### src/rtl/tpu_pkg.sv
// ============================================================================
// Module   : tpu_pkg
// Purpose  : Shared types and constants for the matmul_engine compute stage.
//            Holds the FSM state encoding, the accumulator width, the number of
//            output beats per result set and the output saturation bounds.
// Config   : SATURATE_EN - when defined, each C element is clamped to one
//            signed byte and NUM_BEATS becomes 4 (otherwise 8).
// Revision : 1.0 - initial release
// ============================================================================
`default_nettype none

package tpu_pkg;

  localparam int DATA_W     = 8;
  localparam int ACC_W      = 2 * DATA_W;
  localparam int BEAT_IDX_W = 3;

`ifdef SATURATE_EN
  localparam int NUM_BEATS = 4;
`else
  localparam int NUM_BEATS = 8;
`endif

  typedef enum logic [1:0] {
    IDLE   = 2'd0,
    MAC0   = 2'd1,
    MAC1   = 2'd2,
    STREAM = 2'd3
  } state_t;

  localparam logic signed [ACC_W-1:0] SAT_MAX = 16'sd127;
  localparam logic signed [ACC_W-1:0] SAT_MIN = -16'sd128;

  // Clamp a C element to one signed byte. 0x8000 can only come from the
  // wrap of +32768 ((-128)*(-128) twice); no legal sum reaches -32768, so it
  // is treated as positive overflow.
  function automatic logic [DATA_W-1:0] sat_byte(input logic signed [ACC_W-1:0] v);
    logic [DATA_W-1:0] res;
    if (v == {1'b1, {(ACC_W-1){1'b0}}})
      res = SAT_MAX[DATA_W-1:0];
    else if (v > SAT_MAX)
      res = SAT_MAX[DATA_W-1:0];
    else if (v < SAT_MIN)
      res = SAT_MIN[DATA_W-1:0];
    else
      res = v[DATA_W-1:0];
    return res;
  endfunction

endpackage

`default_nettype wire

### src/rtl/matmul_engine_mac_cell.sv
// ============================================================================
// Module   : mac_cell
// Purpose  : One signed multiply-accumulate cell. Multiplies two signed
//            DATA_W operands, sign-extends the product to ACC_W and adds it
//            to a local accumulator (modulo 2^ACC_W).
// Ports    : clk, rst   - clock, synchronous active-high reset
//            clear      - zero the accumulator (wins over en)
//            en         - accumulate a*b this edge
//            a, b       - signed operands
//            acc        - accumulator value
// Revision : 1.0 - initial release
// ============================================================================
`default_nettype none

module mac_cell #(
  parameter int DATA_W = 8,
  parameter int ACC_W  = 16
) (
  input  logic                    clk,
  input  logic                    rst,
  input  logic                    clear,
  input  logic                    en,
  input  logic [DATA_W-1:0]       a,
  input  logic [DATA_W-1:0]       b,
  output logic signed [ACC_W-1:0] acc
);

  logic signed [2*DATA_W-1:0] prod;
  logic signed [ACC_W-1:0]    prod_ext;

  assign prod     = $signed(a) * $signed(b);
  assign prod_ext = ACC_W'(prod);  // signed cast sign-extends

  always_ff @(posedge clk) begin
    if (rst || clear)
      acc <= '0;
    else if (en)
      acc <= acc + prod_ext;
  end

endmodule

`default_nettype wire

### src/rtl/matmul_engine.sv
// ============================================================================
// Module   : matmul_engine
// Purpose  : 2x2 signed matrix multiply C = A x B. On start the eight operand
//            bytes are snapshotted, four mac_cells accumulate over two cycles
//            (MAC0, MAC1), then results stream out byte-serially over a
//            valid/ready handshake. done pulses for one cycle after the final
//            beat is accepted.
// Ports    : clk, rst         - clock, synchronous active-high reset
//            start            - begin operation (sampled only in IDLE)
//            weights[0:3]     - A[r][c] = weights[2r+c], signed
//            inputs[0:3]      - B[r][c] = inputs[2r+c], signed
//            busy             - high in every state except IDLE
//            out_valid/ready  - output handshake
//            out_data         - result beat
//            done             - one-cycle completion pulse
// Config   : SATURATE_EN - emit each C element clamped to one byte (4 beats:
//            C00, C01, C10, C11); otherwise 8 beats, row-major, low byte first.
// Revision : 1.0 - initial release
// ============================================================================
`default_nettype none

module matmul_engine #(
  parameter int DATA_W = 8,
  parameter int ACC_W  = 2 * DATA_W
) (
  input  logic              clk,
  input  logic              rst,
  input  logic              start,
  input  logic [DATA_W-1:0] weights [0:3],
  input  logic [DATA_W-1:0] inputs  [0:3],
  output logic              busy,
  output logic              out_valid,
  input  logic              out_ready,
  output logic [DATA_W-1:0] out_data,
  output logic              done
);

  import tpu_pkg::*;

  state_t                  state;
  logic [DATA_W-1:0]       w_q  [0:3];
  logic [DATA_W-1:0]       in_q [0:3];
  logic [BEAT_IDX_W-1:0]   beat_idx;
  logic signed [ACC_W-1:0] acc  [0:3];

  logic mac_clear;
  logic mac_en;
  logic mac_k;    // which inner-product term: 0 in MAC0, 1 in MAC1

  assign mac_clear = (state == IDLE) && start;
  assign mac_en    = (state == MAC0) || (state == MAC1);
  assign mac_k     = (state == MAC1);

  // Cell (r,c) accumulates A[r][k] * B[k][c] for k = mac_k.
  genvar r, c;
  generate
    for (r = 0; r < 2; r++) begin : g_row
      for (c = 0; c < 2; c++) begin : g_col
        mac_cell #(
          .DATA_W (DATA_W),
          .ACC_W  (ACC_W)
        ) u_mac (
          .clk   (clk),
          .rst   (rst),
          .clear (mac_clear),
          .en    (mac_en),
          .a     (mac_k ? w_q[2*r+1] : w_q[2*r]),
          .b     (mac_k ? in_q[2+c]  : in_q[c]),
          .acc   (acc[2*r+c])
        );
      end
    end
  endgenerate

  // Beat selection. Output is forced to zero when no beat is presented.
  logic [DATA_W-1:0] beat;
`ifndef SATURATE_EN
  logic [ACC_W-1:0]  beat_elem;
`endif

  always_comb begin
    beat = '0;
`ifdef SATURATE_EN
    beat = sat_byte(acc[beat_idx[1:0]]);
`else
    beat_elem = acc[beat_idx[2:1]];
    beat      = beat_idx[0] ? beat_elem[ACC_W-1:DATA_W] : beat_elem[DATA_W-1:0];
`endif
    out_data = out_valid ? beat : '0;
  end

  always_ff @(posedge clk) begin
    if (rst) begin
      state     <= IDLE;
      busy      <= 1'b0;
      out_valid <= 1'b0;
      done      <= 1'b0;
      beat_idx  <= '0;
      for (int i = 0; i < 4; i++) begin
        w_q[i]  <= '0;
        in_q[i] <= '0;
      end
    end else begin
      done <= 1'b0;
      case (state)
        IDLE: begin
          if (start) begin
            for (int i = 0; i < 4; i++) begin
              w_q[i]  <= weights[i];
              in_q[i] <= inputs[i];
            end
            busy  <= 1'b1;
            state <= MAC0;
          end
        end
        MAC0: begin
          state <= MAC1;
        end
        MAC1: begin
          beat_idx  <= '0;
          out_valid <= 1'b1;
          state     <= STREAM;
        end
        STREAM: begin
          if (out_ready) begin
            if (beat_idx == BEAT_IDX_W'(NUM_BEATS - 1)) begin
              beat_idx  <= '0;
              out_valid <= 1'b0;
              busy      <= 1'b0;
              done      <= 1'b1;
              state     <= IDLE;
            end else begin
              beat_idx <= beat_idx + 1'b1;
            end
          end
        end
        default: begin
          state <= IDLE;
        end
      endcase
    end
  end

endmodule

`default_nettype wire

### config.mk
export PLATFORM = sky130hd
export DESIGN_NAME = matmul_engine
export DESIGN_NICKNAME = d
export VERILOG_FILES = /design/src/rtl/tpu_pkg.sv /design/src/rtl/matmul_engine_mac_cell.sv /design/src/rtl/matmul_engine.sv
export SDC_FILE = /design/constraint.sdc
export NUM_CORES = 1
export LEC_CHECK = 0
export ABC_AREA = 1
export BUFFER_PORTS_ARGS = -buffer_cell sky130_fd_sc_hd__buf_2
export CAP_MARGIN = 20
export CORE_MARGIN = 8
export CORE_UTILIZATION = 32
export CTS_CLUSTER_SIZE = 8
export DETAILED_ROUTE_END_ITERATION = 8
export PLACE_DENSITY_LB_ADDON = 0.12
export REMOVE_ABC_BUFFERS = 1
export SETUP_SLACK_MARGIN = 0.02
export SYNTH_ARGS = -nofsm -noshare
export SYNTH_HDL_FRONTEND = slang
export SYNTH_SLANG_ARGS = --single-unit
### constraint.sdc
create_clock -name clk -period 18.3 [get_ports clk]
set_input_delay 2.745 -clock clk [delete_from_list [all_inputs] [get_ports clk]]
set_output_delay 2.745 -clock clk [all_outputs]
set_load 0.02 [all_outputs]
=== Word-level counts from Yosys, hierarchy flattened ===
Memories as Yosys holds them, arrays and structs flattened.
Cells that the tools add are included.

* Add/subtract/negate cells: 5
* Multiply operators: 4
* Divide/modulo/power cells: 0
* Order comparisons: 1
* Eq/ne operators: 7
* Shift-type cells: 0
* Mux-type cells: 36
* Bitwise gates (word level): 11
* Reductions and logical operators: 11

{| class="wikitable"
|+ Operator list
! operator !! number
|-
| 2-to-1 mux 8 bit || 14
|-
| adder 16 bit || 4
|-
| multiplier 8 x 8 -> 16 bit || 4
|-
| binary-select mux 16 bit (select 2 bit) || 1
|-
| 2-to-1 mux 16 bit || 2
|-
| 2-to-1 mux 1 bit || 10
|-
| bitwise OR 1 bit || 8
|-
| case mux 2 bit (4 select lines) || 1
|-
| 2-to-1 mux 2 bit || 3
|-
| 2-to-1 mux 3 bit || 2
|-
| != test 2 bit, second input constant || 3
|-
| case mux 3 bit (2 select lines) || 1
|-
| AND reduction 3 bit || 2
|-
| equality test 2 bit, second input constant || 2
|-
| case mux 1 bit (2 select lines) || 2
|-
| AND reduction 4 bit || 1
|-
| nonzero test 2 bit || 2
|-
| adder 3 x 1 -> 3 bit, second input constant || 1
|-
| equality test 3 bit, second input constant || 1
|-
| greater-or-equal comparator 3 bit, second input constant || 1
|-
| NOT 2 -> 3 bit || 1
|-
| OR reduction 3 bit || 1
|-
| equality test 2 x 1 -> 1 bit, second input constant || 1
|-
| logical NOT 2 bit || 1
|-
| 4 further kinds || 6
|}

* Bits in registers: 72
* Latch bits: 0
* RAM bits: 64
* Bits in read-only memories: 0
* Bits of input ports: 68
* Output and inout port bits: 11
* Memories kept: 2

{| class="wikitable"
|+ Memory list
! name !! depth !! width !! read ports !! clocked after memory_dff !! wr ports !! RTL line !! source
|-
| in_q || 4 || 8 || 4 || 0 || 4 || matmul_engine.sv:42 || <nowiki>logic [DATA_W-1:0] in_q [0:3];</nowiki>
|-
| w_q || 4 || 8 || 4 || 0 || 4 || matmul_engine.sv:41 || <nowiki>logic [DATA_W-1:0] w_q [0:3];</nowiki>
|}

=== Longest topological paths before layout ===
* Depth after elaboration: 6
* Depth in mapped cells: 31
* Gate-level depth less buffers: 27

=== Hierarchy ===
From an unflattened synthesis, not the netlist that was laid out.

* Cell total of the unflattened synthesis: 2476
* Area total of the unflattened synthesis: 19040.8 um^2

{| class="wikitable"
|+ Modules (own cells, without submodules)
! module !! instances !! cells each !! area an instance (um^2) !! seq. area each (um^2)
|-
| mac_cell at g_row[0].g_col[1].u_mac ... || 2 || 473 || 3686.0 || 320.3
|-
| matmul_engine || 1 || 587 || 4272.8 || 2082.0
|-
| mac_cell at g_row[1].g_col[1].u_mac || 1 || 470 || 3703.6 || 320.3
|-
| mac_cell at g_row[0].g_col[0].u_mac || 1 || 473 || 3692.3 || 320.3
|}

=== Worst setup path before layout ===
No wires, ideal clock.

* Path type: reg2reg
* Start: register state[0]
* End: register g_row[0].g_col[1].u_mac.acc[12]
* Arrival time: 5.689 ns
* Required time: 18.244 ns
* Setup slack: 12.555 ns
* Cell stages (with the launch flop): 26
* Path buffers: 2
* Period minus slack after synthesis: 5.745 ns
* Cell sequence: dfxtp_1 inv_1 ha_1 buf_6 buf_8 o21ai_4 inv_2 nor2_1 inv_1 fa_1 inv_1 fa_1 fa_1 fa_1 inv_1 fa_1 inv_1 ha_1 a21oi_2 nand2_2 a21boi_2 o21bai_1 or2_1 nand3_1 nand2_1 inv_1

* Longest elaborated chain between the ends: 4

{| class="wikitable"
|+ Ends and longest elaborated chain
! item !! RTL line !! source
|-
| start, declared || matmul_engine.sv:40 || <nowiki>state_t state;</nowiki>
|-
| start signal, assigned || matmul_engine.sv:94 || <nowiki>state <= IDLE;</nowiki>
|-
| start signal, assigned || matmul_engine.sv:113 || <nowiki>state <= MAC0;</nowiki>
|-
| start signal, assigned || matmul_engine.sv:117 || <nowiki>state <= MAC1;</nowiki>
|-
| equality test 2 bit || matmul_engine.sv:51, matmul_engine.sv:52 ||
|-
| 2-to-1 mux 8 bit (on tied branches) || matmul_engine.sv:67, matmul_engine.sv:68 ||
|-
| multiplier 8 x 8 -> 16 bit || matmul_engine_mac_cell.sv:31 || <nowiki>assign prod = $signed(a) * $signed(b);</nowiki>
|-
| adder 16 bit || matmul_engine_mac_cell.sv:38 || <nowiki>acc <= acc + prod_ext;</nowiki>
|-
| end signal, assigned || matmul_engine_mac_cell.sv:38 ||
|-
| end, declared || matmul_engine_mac_cell.sv:25 || <nowiki>output logic signed [ACC_W-1:0] acc</nowiki>
|}

Several ways; a longest one is shown, not always the timed one.
A chain may end at the register's enable or synchronous reset.

=== Worst setup path after layout ===
* Start: register state[0]
* End: register g_row[1].g_col[1].u_mac.acc[15]

* Longest elaborated chain between the ends: 4

{| class="wikitable"
|+ Ends and longest elaborated chain
! item !! RTL line
|-
| equality test 2 bit || matmul_engine.sv:51, matmul_engine.sv:52
|-
| 2-to-1 mux 8 bit (on tied branches) || matmul_engine.sv:67, matmul_engine.sv:68
|-
| multiplier 8 x 8 -> 16 bit || matmul_engine_mac_cell.sv:31
|-
| adder 16 bit || matmul_engine_mac_cell.sv:38
|-
| end signal, assigned || matmul_engine_mac_cell.sv:38
|-
| end, declared || matmul_engine_mac_cell.sv:25
|}

Several ways; a longest one is shown, not always the timed one.

==> metrics.md <==
| Metric | Value |
|---|---|
| Status | `completed` |
| Worst EP arrival | `~7000 ps` |
| Share of layout cells above drive strength 1 | `0.0806` |
| Antenna Nets Post-Route | `0` |
| Multiplexer share of the synthesized area | `0.000548` |
| Number of buffers created by CTS | `17` |
| Via count | `14400` |
| Asr flop ratio synth | `0` |
| Core Region | `about 56000 um^2` |
| Distinct cells, synth | `46` |
| XOR/XNOR Fraction of Synth Area | `0.0144` |
| Hold crit path type | `register to register` |
| CP Data Required Time | `roughly 19000 ps` |
| CP dominant cell by count | `nand2_1` |
| Critical-path cell list | `inv_1 -> ha_4 -> buf_4 -> nand2_1 -> o21ai_1 -> buf_4 -> inv_1 -> nor2_1 -> fa_1 -> fa_1 -> fa_1 -> fa_1 -> ha_1 -> ha_1 -> a21oi_1 -> o21ai_0 -> nand2_1 -> nand2_1 -> nor2_1 -> inv_1 -> nand2_1 -> nand3_1 -> nand2_1 -> inv_1` |
| CTS tree | `built` |
| Maximum operating frequency | `between 150 and 200 MHz` |
| Critical Path Start Type | `register` |
| Clk slew on worst S/H paths | `approximately 70 ps` |
| Hold Startpoint | `g_row[1].g_col[0].u_mac.acc[2]` |
| Synth top area share | `0.311` |
| Hold Path Depth | `2` |
| CTS Hold Buffers Added | `0` |
| Setup bufs post-CTS | `0` |
| Synthesized cell area | `approximately 18000 um^2` |
| Post-CTS Resized | `0` |
| Pin count of the biggest net entering global routing | `a little under 70` |
| Global-route wire length before repair | `between 80 and 90 mm` |
| Crit. End Element | `register` |
| Layout area overhead | `9.33%` |
| Die area | `approximately 65000 um^2` |
| # rows | `87` |
| Worst-Skew Late Latency | `roughly 460 ps` |
| Skew final | `14.5 ps` |
| Via density | `around 4.7` |
| Input/output buffers | `between 70 and 80` |
| Max Buffers Root-to-Sink | `2` |
| Cell with the most instances after synthesis | `inv_1` |
| YS warnings | `0` |
| Final Net Count | `about 2800` |
| Max stage delay on crit path | `730 ps` |
| Largest family of logic cells by synthesized area | `adder cells` |
| Non-filler cells, final | `approximately 3000` |
| Critical-path top delay cell | `nor2_1` |
| Synth Area per Inst | `~8.1 um^2` |
| Setup TNS | `0 ps` |
| Initial antenna violation count | `2` |
| Fin util | `0.354` |
| WL final | `53.7 mm` |
| Synthesized-area fraction occupied by and/or/nand/nor cells | `0.167` |
| Gr usage total | `0.173` |
| Critical R2R Launch | `state[0]` |
| Post-synthesis adder-cell area fraction | `0.416` |
| Root buffer cell | `clkbuf_16` |
| DR WL/cell | `between 15 and 20 um` |
| Number of cells after detailed placement | `around 3000` |
| Top cells by area, synth | `fa_1 (31%), inv_1 (11%), edfxtp_1 (11%)` |
| Remaining Overflow, GRT | `0` |
| Detailed Place HPWL | `41.9 mm` |
| Residual DRC | `0` |
| Main synth FF type | `dfxtp_1` |
| Maxcap violations | `0` |
| I/O Pins | `just under 80` |
| Clk sinks | `around 140` |
| Synth Register Bits | `roughly 140` |
| Cells after synthesis | `2243` |
| Slew Viols, Final | `0` |
| Setup crit start | `state[0]` |
| R2R depth | `24` |
| Critical Setup Path Class | `register to register` |
| Multi-input gate area | `12500 um^2` |
| RePlAce Congestion | `roughly 0.85` |
| Vert. Die Dim | `between 200 and 300 um` |
| Period utilization | `0.364` |
| Register area | `between 3000 and 4000 um^2` |
| RSZ-0062 raised after global routing | `false` |
| Initial Util | `0.324` |
| CP max FO | `36` |
| Fin. Hold Viols | `0` |
| Post-synth top cells | `inv_1 (538), nand2_1 (374), nor2_1 (289)` |
| Fillers | `roughly 6000` |
| Slew margin rel. | `0.366` |
| H-Tree Depth | `4` |
| Post-synthesis compound-gate area fraction | `0.0837` |
| Die Wd | `255 um` |
| Setup Viol. Count Final | `0` |
| Vias in the first global route | `15500` |
| Fin crit period | `between 6000 and 7000 ps` |
| Initial drt markers | `a little over 900` |
| Synth area leader | `fa_1` |
| DRT Pass-1 Iters | `5` |
| Worst Tran Pin Value | `between 900 and 1000 ps` |
| Sequential-to-total area share from yosys stat | `0.184` |
| Post-synth EDFFs | `64` |
==> logic make-up after synthesis <==
family                   count (synthesis)
buffers and inverters                  621
AND/OR/NAND/NOR                        763
AO/OA/AOI/OAI                          255
adder cells (fa/ha/maj)                437
flip-flops                             136
multiplexers                             1
XOR/XNOR                                30
==> cell usage in the layout, fill, tap and decap left out, types with 5 or more instances in the layout <==
cell type / Yosys / routed
a21oi_1: 104 / 104
nand3_1: 65 / 64
edfxtp_1: 64 / 64
nand2_1: 374 / 374
o21bai_1: 9 / 9
o21ai_2: 14 / 15
xor2_1: 24 / 24
buf_2: 26 / 78
nand3b_1: 8 / 8
or2_1: 6 / 6
inv_1: 538 / 538
o21ai_1: 12 / 11
dfxtp_1: 72 / 72
xnor2_1: 6 / 6
nor3_1: 5 / 5
buf_4: 8 / 18
o211ai_1: 9 / 9
a31oi_1: 12 / 12
fa_1: 284 / 284
inv_6: 0 / 5
o21ai_4: 8 / 8
o21ai_0: 74 / 74
nor2_1: 289 / 289
o221ai_1: 5 / 5
clkbuf_16: 0 / 17
ha_1: 153 / 151
inv_2: 18 / 18
==> state kept, by name, indices dropped and copies added, names as in the netlist <==
signal and count:
beat_idx 3, busy 1, done 1, g_row.g_col.u_mac.acc 64, in_q 32, out_valid 1, state 2, w_q 32
==> worst paths after layout <==
check	end	slack (ps)
setup / recovery	g_row[1].g_col[1].u_mac.acc[15]	11640
hold / removal	g_row[1].g_col[0].u_mac.acc[2]	460
setup reg to reg	g_row[1].g_col[1].u_mac.acc[15]	11640
hold reg to reg	g_row[1].g_col[0].u_mac.acc[2]	460
==> per-layer routing <==
layer | track usage | routed length, um
met5 | 0 | 13
met4 | 0.0554 | 1400
met3 | 0.0229 | 2200
met2 | 0.306 | 26500
met1 | 0.216 | 23600
==> per-stage QoR <==
step           setup slack [ps]  area [um^2]  hold slack [ps]
4_1_cts                   11270        20000              464
3_3_place_gp              11470        19400              449
5_1_grt                   11190        20000              495
6_report                  11640        20000              462
2_1_floorplan             10860        17900              441
3_5_place_dp              11300        19400              454
==> final cells by class <==
| cell class | count | area share |
|---|---|---|
| multi-input combinational | 1486 | 0.624 |
| sequential | 136 | 0.168 |
| inverter | 558 | 0.105 |
| tap | 756 | 0.0474 |
| timing repair buffer | 97 | 0.0269 |
| clock buffer | 18 | 0.0215 |
| clock inverter | 14 | 0.00639 |
| antenna | 1 | 0.000125 |
==> worst max-delay path: cells and delay by family, from the launching register on <==
family	cells	cell delay (ps)
fa+ha+maj	7	3110
simple gates	8	1380
flops	1	320
compound gates	3	540
buf+inv	6	1210
Power is left out: the tool's default activity adds up to more than one toggle a clock period on the data nets, which glitch-free logic cannot reach.
